==> config.mk <==
export PLATFORM = sky130hd
export DESIGN_NAME = pen_locator
export DESIGN_NICKNAME = d
export VERILOG_FILES = /design/src/rtl/pen_locator.sv
export SDC_FILE = /design/constraint.sdc
export NUM_CORES = 1
export LEC_CHECK = 0
export CAP_MARGIN = 0
export CORE_MARGIN = 2
export CORE_UTILIZATION = 27
export DETAILED_ROUTE_END_ITERATION = 8
export RECOVER_POWER = 100
export SLEW_MARGIN = 20
export SYNTH_ARGS = -nofsm -noshare
export SYNTH_HDL_FRONTEND = slang
export SYNTH_SLANG_ARGS = --single-unit
==> constraint.sdc <==
create_clock -name clk -period 3.1 [get_ports clk]
set_clock_uncertainty 0.05 [all_clocks]
set_input_delay 0.465 -clock clk [delete_from_list [all_inputs] [get_ports clk]]
set_output_delay 0.465 -clock clk [all_outputs]
set_load 0.005 [all_outputs]
==> src/rtl/pen_locator.sv <==
// rtl/pen_locator.sv - light-pen position decoder for the 8x8 matrix scan
module pen_locator #(
  parameter int HIT_CYCLES     = 8,
  parameter int BLANK_CYCLES   = 2,
  parameter int CONFIRM_FRAMES = 2,
  parameter int MISS_FRAMES    = 4
) (
  input  logic       clk,
  input  logic       rst_n,
  input  logic       en,
  input  logic       pen_n,
  input  logic       frame_start,
  input  logic       slot_strobe,
  input  logic [2:0] slot_row,
  input  logic [2:0] slot_col,
  output logic [2:0] pos_row,
  output logic [2:0] pos_col,
  output logic       pos_valid,
  output logic       pos_stb,
  output logic       pen_present
);

  localparam logic [7:0] HIT_L   = 8'(HIT_CYCLES);
  localparam logic [7:0] BLANK_L = 8'(BLANK_CYCLES);
  localparam logic [3:0] CONF_L  = 4'(CONFIRM_FRAMES);
  localparam logic [3:0] MISS_L  = 4'(MISS_FRAMES);

  typedef enum logic [1:0] {S_IDLE, S_ACQUIRE, S_TRACK} state_t;

  logic       r_pen_meta, r_pen_sync;
  logic       w_pen;
  logic [2:0] r_cur_r, r_cur_c;
  logic [7:0] r_run, r_blank;
  logic       w_blank_act, w_run_inc, w_hit_now;
  logic       r_frame_hit;
  logic [2:0] r_hit_r, r_hit_c;

  state_t     r_state, w_state_nx;
  logic [2:0] r_cand_r, r_cand_c, w_cand_r_nx, w_cand_c_nx;
  logic [3:0] r_confirm, r_miss, w_confirm_nx, w_miss_nx;
  logic [2:0] r_pos_r, r_pos_c, w_pos_r_nx, w_pos_c_nx;
  logic       r_stb, w_stb_nx;

  function automatic logic [3:0] sat_inc(input logic [3:0] v);
    return (v == 4'hF) ? v : v + 4'd1;
  endfunction

  // Two-flop synchronizer on the raw sense line; idle level is high (no light)
  always_ff @(posedge clk or negedge rst_n) begin
    if (!rst_n) begin
      r_pen_meta <= 1'b1;
      r_pen_sync <= 1'b1;
    end else begin
      r_pen_meta <= pen_n;
      r_pen_sync <= r_pen_meta;
    end
  end

  assign w_pen       = ~r_pen_sync;
  assign w_blank_act = (r_blank != 8'd0);
  // The strobe cycle itself never counts, so a hit can never land on a slot edge
  assign w_run_inc   = !slot_strobe && !w_blank_act && w_pen && (r_run != HIT_L);
  assign w_hit_now   = w_run_inc && ((r_run + 8'd1) == HIT_L);

  // Slot capture, post-strobe blanking and the consecutive pen-high run counter
  always_ff @(posedge clk or negedge rst_n) begin
    if (!rst_n) begin
      r_cur_r <= 3'd0;
      r_cur_c <= 3'd0;
      r_run   <= 8'd0;
      r_blank <= 8'd0;
    end else if (slot_strobe) begin
      r_cur_r <= slot_row;
      r_cur_c <= slot_col;
      r_run   <= 8'd0;
      r_blank <= BLANK_L;
    end else if (w_blank_act) begin
      r_blank <= r_blank - 8'd1;
      r_run   <= 8'd0;
    end else if (!w_pen) begin
      r_run <= 8'd0;
    end else if (w_run_inc) begin
      r_run <= r_run + 8'd1;
    end
  end

  // Latch the first qualifying slot of the frame; the boundary consumes and clears it
  always_ff @(posedge clk or negedge rst_n) begin
    if (!rst_n) begin
      r_frame_hit <= 1'b0;
      r_hit_r     <= 3'd0;
      r_hit_c     <= 3'd0;
    end else if (frame_start) begin
      r_frame_hit <= 1'b0;
    end else if (w_hit_now && !r_frame_hit) begin
      r_frame_hit <= 1'b1;
      r_hit_r     <= r_cur_r;
      r_hit_c     <= r_cur_c;
    end
  end

  // Frame-level qualification: next state, candidate, counters and published position
  always_comb begin
    w_state_nx   = r_state;
    w_cand_r_nx  = r_cand_r;
    w_cand_c_nx  = r_cand_c;
    w_confirm_nx = r_confirm;
    w_miss_nx    = r_miss;
    w_pos_r_nx   = r_pos_r;
    w_pos_c_nx   = r_pos_c;
    w_stb_nx     = 1'b0;
    if (!en || r_state == S_IDLE) begin
      w_cand_r_nx  = 3'd0;
      w_cand_c_nx  = 3'd0;
      w_confirm_nx = 4'd0;
      w_miss_nx    = 4'd0;
      if (!en) begin
        w_state_nx = S_IDLE;
      end else if (frame_start) begin
        // Arming boundary: the partial frame before it is discarded
        w_state_nx = S_ACQUIRE;
      end
    end else if (frame_start) begin
      if (r_state == S_ACQUIRE) begin
        if (r_frame_hit) begin
          if (r_hit_r == r_cand_r && r_hit_c == r_cand_c) begin
            w_confirm_nx = sat_inc(r_confirm);
          end else begin
            w_cand_r_nx  = r_hit_r;
            w_cand_c_nx  = r_hit_c;
            w_confirm_nx = 4'd1;
          end
        end else begin
          w_confirm_nx = 4'd0;
        end
        if (w_confirm_nx >= CONF_L) begin
          w_pos_r_nx = w_cand_r_nx;
          w_pos_c_nx = w_cand_c_nx;
          w_stb_nx   = 1'b1;
          w_miss_nx  = 4'd0;
          w_state_nx = S_TRACK;
        end
      end else begin
        if (r_frame_hit) begin
          w_miss_nx = 4'd0;
          if (r_hit_r != r_pos_r || r_hit_c != r_pos_c) begin
            w_pos_r_nx = r_hit_r;
            w_pos_c_nx = r_hit_c;
            w_stb_nx   = 1'b1;
          end
        end else begin
          w_miss_nx = sat_inc(r_miss);
          if (w_miss_nx >= MISS_L) begin
            // Pen lost: position is kept on the outputs but no longer valid
            w_confirm_nx = 4'd0;
            w_state_nx   = S_ACQUIRE;
          end
        end
      end
    end
  end

  // State register and registered outputs
  always_ff @(posedge clk or negedge rst_n) begin
    if (!rst_n) begin
      r_state   <= S_IDLE;
      r_cand_r  <= 3'd0;
      r_cand_c  <= 3'd0;
      r_confirm <= 4'd0;
      r_miss    <= 4'd0;
      r_pos_r   <= 3'd0;
      r_pos_c   <= 3'd0;
      r_stb     <= 1'b0;
    end else begin
      r_state   <= w_state_nx;
      r_cand_r  <= w_cand_r_nx;
      r_cand_c  <= w_cand_c_nx;
      r_confirm <= w_confirm_nx;
      r_miss    <= w_miss_nx;
      r_pos_r   <= w_pos_r_nx;
      r_pos_c   <= w_pos_c_nx;
      r_stb     <= w_stb_nx;
    end
  end

  assign pos_row     = r_pos_r;
  assign pos_col     = r_pos_c;
  assign pos_stb     = r_stb;
  assign pos_valid   = (r_state == S_TRACK);
  assign pen_present = (r_state == S_TRACK);

endmodule

## Word level (Yosys, flattened, before mapping)

Index checks and enable logic that the tools add are counted.
Widths: inputs -> output; s select.

| word-level totals | value |
|---|---|
| logic and storage cells | 125 |
| flip-flop bits (word level) | 54 |
| output and inout port bits | 9 |
| input bits | 12 |

| cells by class | value |
|---|---|
| eq/ne operators | 14 |
| reductions and logical operators | 28 |
| muxes and demuxes | 57 |
| bitwise gates (word level) | 3 |
| add/subtract/negate cells | 4 |
| magnitude comparators | 2 |

Operators with widths:

| kind | number |
|---|---|
| $mux 4 | 17 |
| $mux 3 | 18 |
| $mux 8 | 6 |
| $mux 2 | 8 |
| $reduce_bool 2->1 | 6 |
| $reduce_and 5->1 | 2 |
| $add 4x1->4 const B | 2 |
| $add 8x1->8 const B | 1 |
| $eq 4x4->1 const B | 2 |
| $eq 8x4->1 const B | 1 |
| $mux 1 | 8 |
| $ne 8x4->1 const B | 1 |
| $reduce_bool 8->1 | 1 |
| $sub 8x1->8 const B | 1 |
| $eq 3x3->1 | 2 |
| $logic_and 1x1->1 | 6 |
| $ne 3x3->1 | 2 |
| $reduce_and 2->1 | 3 |
| $ge 4x2->1 const B | 1 |
| $ge 4x3->1 const B | 1 |
| $logic_not 1->1 | 4 |
| $ne 2x1->1 const B | 2 |
| $reduce_bool 4->1 | 1 |
| $ne 3x1->1 const B | 1 |
| other kinds (8) | 11 |

## Logic depth before layout (Yosys ltp)

Gate-level depths: netlist of run 1.

| depth | value |
|---|---|
| depth in word-level cells | 12 |
| mapped depth | 8 |
| depth with buffers taken out | 7 |

## Worst setup path after synthesis of run 1

Ideal clock, no wire load.

| path | value |
|---|---|
| path type | register to register |
| start | reg r_run[0] |
| end | reg r_hit_c[0] |
| slack | 844 ps |
| required time | 2925 ps |
| library setup time | 125 ps |
| cell stages (with the launch flop) | 7 |
| period minus slack after synthesis | 2256 ps |
| arrival time | 2082 ps |
| buffers on the path | 0 |
| cells stage by stage | dfrtp_1 -> ha_1 -> xor2_1 -> or4_4 -> a2111oi_4 -> nand3_4 -> mux2_2 |

| on the way | value |
|---|---|
| longest elaborated chain between the ends | 5 |

RTL lines:

| item | line | text |
|---|---|---|
| start, declared | 33 | `logic [7:0] r_run, r_blank;` |
| start signal, assigned | 83 | `r_run <= r_run + 8'd1;` |
| $add 8x1->8 / $ne 8x4->1 (equally long branches) | 63, 62 |  |
| $eq 8x4->1 / $logic_and 1x1->1 (equally long branches) | 63, 62 |  |
| $logic_and 1x1->1 * | 63 | `assign w_hit_now = w_run_inc && ((r_run + 8'd1) == HIT_L);` |
| $logic_and 1x1->1 * | 95 | `end else if (w_hit_now && !r_frame_hit) begin` |
| $reduce_and 2->1 (no source line) * | n/a |  |
| end signal, assigned | 98 | `r_hit_c <= r_cur_c;` |
| end, declared | 36 | `logic [2:0] r_hit_r, r_hit_c;` |

Every way passes the cells marked *; elsewhere a longest branch is shown, timed or not.
A chain may end at the register's enable or synchronous reset.

## Final worst setup path of run 1

| path | value |
|---|---|
| start | in frame_start |
| end | reg r_pos_c[0], in the netlist pos_col[0] |

| on the way | value |
|---|---|
| longest elaborated chain between the ends | 1 |

RTL lines:

| item | line | text |
|---|---|---|
| start, declared | 12 | `input logic frame_start,` |
| $reduce_and 5->1 (no source line) | n/a |  |
| end signal, assigned | 181 | `r_pos_c <= w_pos_c_nx;` |
| end, declared | 41 | `logic [2:0] r_pos_r, r_pos_c, w_pos_r_nx, w_pos_c_nx;` |

No other way between the ends.

==> out/results.ini, run 1 <==
[cts]
htreeDepth=2
cts-buffers-inserted=5
cts_tree=done
clock_path_buffers=2
cts.sinks=54
cts_setup_buffers=0
clk_pin_slew_ns=0.10
cts_root_buffer=clkbuf_8
postCtsHoldBufs=0
post_cts_resized=0
clk_latency_ns=0.31

[timing]
tightest_slew_ns=1.39
setup_viol=0
hold_viol=0
setup_tns_ns=0
slew_viol_final=0
fin_crit_sh=0.805
grt_setup_unrepaired=false
holdWs_ns=0.316
period_needed_ns=2.50
slew_headroom=0.0733
max_freq_mhz=401

[worst_setup_path]
start_kind=input port
arrival_ns=2.65
critical_path.max_fanout=12
crit_required_ns=3.25
crit_type=in2reg
cp-end-kind=register

[logic_synthesis]
synth_flop_cell=dfrtp_1
synth_top_area_frac=0.439
synth_area_leaders=dfrtp_1 44%, mux2_2 8.4%, nor2_1 5.3%, xor2_1 4.7%, ha_1 2.5%
netlist_area_um2=2960
syn_area_per_cell_um2=10.1
synth-async-reset-ratio=1.00
synth-warning-count=0
yosysTopAreaCell=dfrtp_1
synth_edf_count=0
synth_nets=310
ys_seq_area_frac=0.457
synthCells=292
ys_types=55
ys_ff_latch=54

[final_layout]
instances_no_fill=452
synthToLayoutAreaGrowth_pct=14.6
final_area_um2=3390
n_antenna_cell=0
fill_cells=1097
fin_nets=329
regArea_um2=1350
multi_input_area_um2=1520
drive_above_1_share=0.138

[power_and_ir_drop]
p_leak_nw=1.53
irDropWorstVdd_uv=220
power_density_nw_per_um2=447

[drt]
finalWirelength_um=6080
vias=2189
drt_pre_antenna_iters=4
remaining_drc_errors=0
wl_per_cell_um=13.4
drtIter0Drc=105
via_per_inst=4.84
ant_nets=0

[global_route]
grt_pass1_wl_um=10600
grt_antenna_before_repair=0
busiest_layer=met2
grt_util_met3=0.0215
use_met1=0.156
grt_pass1_vias=2170
grt.overflow.total=0
use_met2=0.175
grt_max_degree=55
grt_usage=0.111

[placed_design]
placed_cells=444
port_buffers=20
gp_congestion=0.784
place_area_um2=3300
post-dp-hpwl_um=4410

[die]
die_h_um=109
fp.dieW_um=109
ios=21
rows=38
core_area_um2=10800
die-area_um2=11800
start_util=0.275

[min_path]
hold_class=reg2reg

[flow_run]
drv_cap=0

[run_status]
status=finished, final reports clean

## placed cells by master (no fill, tap or decap), types with 3 or more instances in the layout
cell             Yosys  routed
nand2_1             18      18
nand2b_1             4       4
inv_1               12      12
a211oi_1             3       3
nand4_1              3       3
dfrtp_1             52      52
a21oi_1             12      13
a22o_1               5       5
nand3_1              6       6
nor2_1              42      42
and3_1               5       5
nor3_1              10      10
xnor2_1              7       7
clkbuf_8             0       6
dlygate4sd3_1        0      12
nor2b_1              3       3
o21ai_0             10      10
ha_1                 6       6
xor2_1              16      16
a32o_1               3       3
a32oi_1              3       3
mux2_2              22      22
clkdlybuf4s50_1      0       7
## worst max-delay path: stages
cell and delay (ns):
dlygate4sd3_1 0.71, and3_1 0.27, and3_1 0.22, a21oi_1 0.58, mux2_2 0.40
## power breakdown
group / internal [mW] / switching, mW / total, mW
Combinational: 0.130 / 0.150 / 0.280
Sequential: 0.756 / 0.0523 / 0.808
Clock: 0.185 / 0.246 / 0.431
Total: 1.07 / 0.449 / 1.52
## cell type report
type                            instances  share of cell area
Multi-Input combinational cell        216               0.447
Clock buffer                            6              0.0243
Clock inverter                          2             0.00516
Tap cell                              140              0.0516
Inverter                               12              0.0133
Sequential cell                        54               0.399
Timing Repair Buffer                   22              0.0601
## synthesized netlist by cell type (all sizes together), types with 2 or more instances
cell and instances:
a211oi 3, a21oi 13, a221o 2, a221oi 2, a22o 5, a22oi 2, a32o 3, a32oi 3
and2 3, and3 5, buf 2, clkbuf 8, dfrtp 52, dfstp 2, ha 6, inv 12
mux2 22, mux2i 2, nand2 18, nand2b 4, nand3 8, nand4 3, nor2 42, nor2b 3
nor3 10, nor4 3, nor4b 3, o21ai 10, o22ai 2, xnor2 7, xor2 16
## metrics by stage
step / util / setup WS (ns) / total power [mW]
3_5_place_dp: 0.306 / 0.539 / 1.11
3_3_place_gp: 0.306 / 0.538 / 1.11
2_1_floorplan: - / 0.844 / 1.04
5_1_grt: 0.315 / 0.422 / 1.62
6_report: 0.315 / 0.605 / 1.52
4_1_cts: 0.315 / 0.626 / 1.55
## layer usage
metal	vias up	wire, um
met3	9	145
met5	-	0
met1	1073	3110
met4	0	80
li1	1081	-
met2	26	2740
## cells by family after synthesis
logic type | Yosys count | synth area share
compound gates | 55 | 0.138
fa+ha+maj | 6 | 0.0253
buf+inv | 22 | 0.0300
xor+xnor | 23 | 0.0680
simple gates | 108 | 0.191
flops | 54 | 0.457
mux | 24 | 0.0904
## registers in the layout, summed over array words and instances, names as in the netlist
signal	cells
r_blank	8
r_run	8
r_confirm	4
r_miss	4
pos_col	3
pos_row	3
r_cand_c	3
r_cand_r	3
r_cur_c	3
r_cur_r	3
r_hit_c	3
r_hit_r	3
r_state	2
pos_stb	1
r_frame_hit	1
r_pen_meta	1
r_pen_sync	1
## path summary, 6_finish.rpt
path                                        start                      end  slack (ns)  cells past startpoint
min in group asynchronous                   rst_n  r_cand_r[0]$_DFFE_PN0P_        0.50                      2
max in group asynchronous                   rst_n    r_miss[0]$_DFFE_PN0P_        1.67                      2
hold / removal               r_pen_meta$_DFF_PN1_     r_pen_sync$_DFF_PN1_        0.32                      0
setup / recovery                      frame_start   pos_col[0]$_DFFE_PN0P_        0.60                      5
hold reg to reg              r_pen_meta$_DFF_PN1_     r_pen_sync$_DFF_PN1_        0.32                      0
setup reg to reg           r_blank[0]$_DFFE_PN0P_   r_hit_r[2]$_DFFE_PN0P_        0.66                      7
No activity file was read; power rests on OpenSTA's default activity.
==> run 2: changes to the inputs <==
- clock period: 3.1 -> 2.11 ns (I/O delays scaled with it)
==> run 2 against run 1 <==
Compared with the run above:
- the run now ends with setup timing left
- sequential power rose by 46%
- sequential share of layout area shrank 4.5 points
- combinational power rose by 95%
- via count rose by 7.2%
- core utilization rose by 4.0 points
- clock power rose by 69%
- first-iteration DRC count grew 25%
- critical path depth increased by 1
- hold slack improved by 0.0052 ns
- largest cell class unchanged
==> out/results.ini, run 2 (synthesis results as in run 1) <==
[placed_design]
gp_congestion=0.859
port_buffers=20
post-dp-hpwl_um=4750
place_area_um2=3630

[die]
die-area_um2=11800
fp.dieW_um=109
rows=38
die_h_um=109
core_area_um2=10800
start_util=0.275
ios=21

[power_and_ir_drop]
p_leak_nw=1.74
irDropWorstVdd_uv=497
power_mw=2.45
power_density_nw_per_um2=641

[timing]
tightest_slew_ns=0.936
holdWs_ns=0.321
worst_slack_ns=-0.0809
hold_viol=0
slew_headroom=0.376
setup_viol=6
max_freq_mhz=456
slew_viol_final=0
period_needed_ns=2.19
setup_tns_ns=-0.446
grt_setup_unrepaired=true
fin_crit_sh=1.04

[cts]
cts_root_buffer=clkbuf_8
cts.sinks=54
clock_path_buffers=2
clk_pin_slew_ns=0.09
clk_latency_ns=0.31
cts_tree=done
htreeDepth=2
cts-buffers-inserted=5

[min_path]
hold_class=reg2reg

[drt]
remaining_drc_errors=0
drt_pre_antenna_iters=4
vias=2347
wl_per_cell_um=13.0
finalWirelength_um=6450
ant_nets=0
via_per_inst=4.74
drtIter0Drc=131

[worst_setup_path]
critical_path.max_fanout=6
crit_required_ns=2.26
arrival_ns=2.34
start_kind=register
crit_type=reg2reg
cp-end-kind=register

[flow_run]
drv_cap=0

[final_layout]
final_area_um2=3830
fin_nets=372
final_common_cell=dfrtp_1
top_regs=r_blank: 8 flops, r_run: 8 flops
synthToLayoutAreaGrowth_pct=29.3
drive_above_1_share=0.259
fill_cells=1083
layout_common_cells=51 x dfrtp_1, 42 x nor2_1, 37 x buf_4
n_antenna_cell=0

[global_route]
grt_pass1_wl_um=11300
grt_pass1_vias=2459
grt_antenna_before_repair=0
grt.overflow.total=0
grt_max_degree=40
grt_usage=0.118

[run_status]
failed_checks=setup timing
status=finished with violations

[run 2: final cells by class]
class / count / area (um^2) / area share
clock buffers: 7 / 86.3 / 0.0225
well taps: 140 / 175 / 0.0457
clock inverters: 1 / 30.0 / 0.00784
repair buffers: 65 / 534 / 0.139
flip-flops and latches: 54 / 1360 / 0.354
multi-input cells: 216 / 1600 / 0.419
inverters: 12 / 45.0 / 0.0118
[run 2: where the power goes]
part / internal (mW) / switching (mW)
clock: 0.387 / 0.340
combinational: 0.283 / 0.263
sequential: 1.11 / 0.0694
[run 2: worst max-delay path, stage by stage (launching register included)]
cell       delay, ns
dfrtp_1         0.42
ha_4            0.18
xor2_1          0.15
or4_4           0.43
a2111oi_4       0.39
nand3_4         0.17
mux2_2          0.31
[run 2: per-stage QoR]
step | worst slack, ns | std cells | util
2_1_floorplan | -0.108 | 292 | -
3_3_place_gp | -0.114 | 484 | 0.336
4_1_cts | -0.0937 | 493 | 0.348
6_report | -0.0809 | 495 | 0.355
5_1_grt | -0.170 | 495 | 0.355
3_5_place_dp | -0.136 | 484 | 0.336
[run 2: timing repair]
action                                  in CTS  in global routing
hold buffers                                 1                  0
hold endpoints to repair                    15                  0
pin swaps                                    2                  7
endpoints found under the setup margin       6                 17
resized for setup                            0                 15
setup buffers                                0                  2
[run 2: per-layer routing]
layer / track usage / wire, um / vias to the layer above
met2: 0.196 / 3020 / 42
li1: - / - / 1167
met4: 0.0330 / 50 / 0
met3: 0.0197 / 245 / 5
met1: 0.160 / 3140 / 1133
met5: 0 / 0 / -
[run 2: final timing paths]
kind | cells past startpoint | slack, ns | from | end
min in group asynchronous | 2 | 0.62 | rst_n | r_miss[3]$_DFFE_PN0P_
worst max-delay path | 6 | -0.08 | r_run[1]$_DFFE_PN0P_ | r_hit_c[1]$_DFFE_PN0P_
worst max register to register | 6 | -0.08 | r_run[1]$_DFFE_PN0P_ | r_hit_c[1]$_DFFE_PN0P_
worst min-delay path | 0 | 0.32 | r_pen_meta$_DFF_PN1_ | r_pen_sync$_DFF_PN1_
worst min register to register | 0 | 0.32 | r_pen_meta$_DFF_PN1_ | r_pen_sync$_DFF_PN1_
max in group asynchronous | 3 | 0.24 | rst_n | r_run[0]$_DFFE_PN0P_
==> run 3: changes to the inputs <==
- CTS_CLUSTER_DIAMETER: not set -> 60
==> results of run 3 <==
Same layout as run 2: the final DEF is identical, and so are final timing and power.
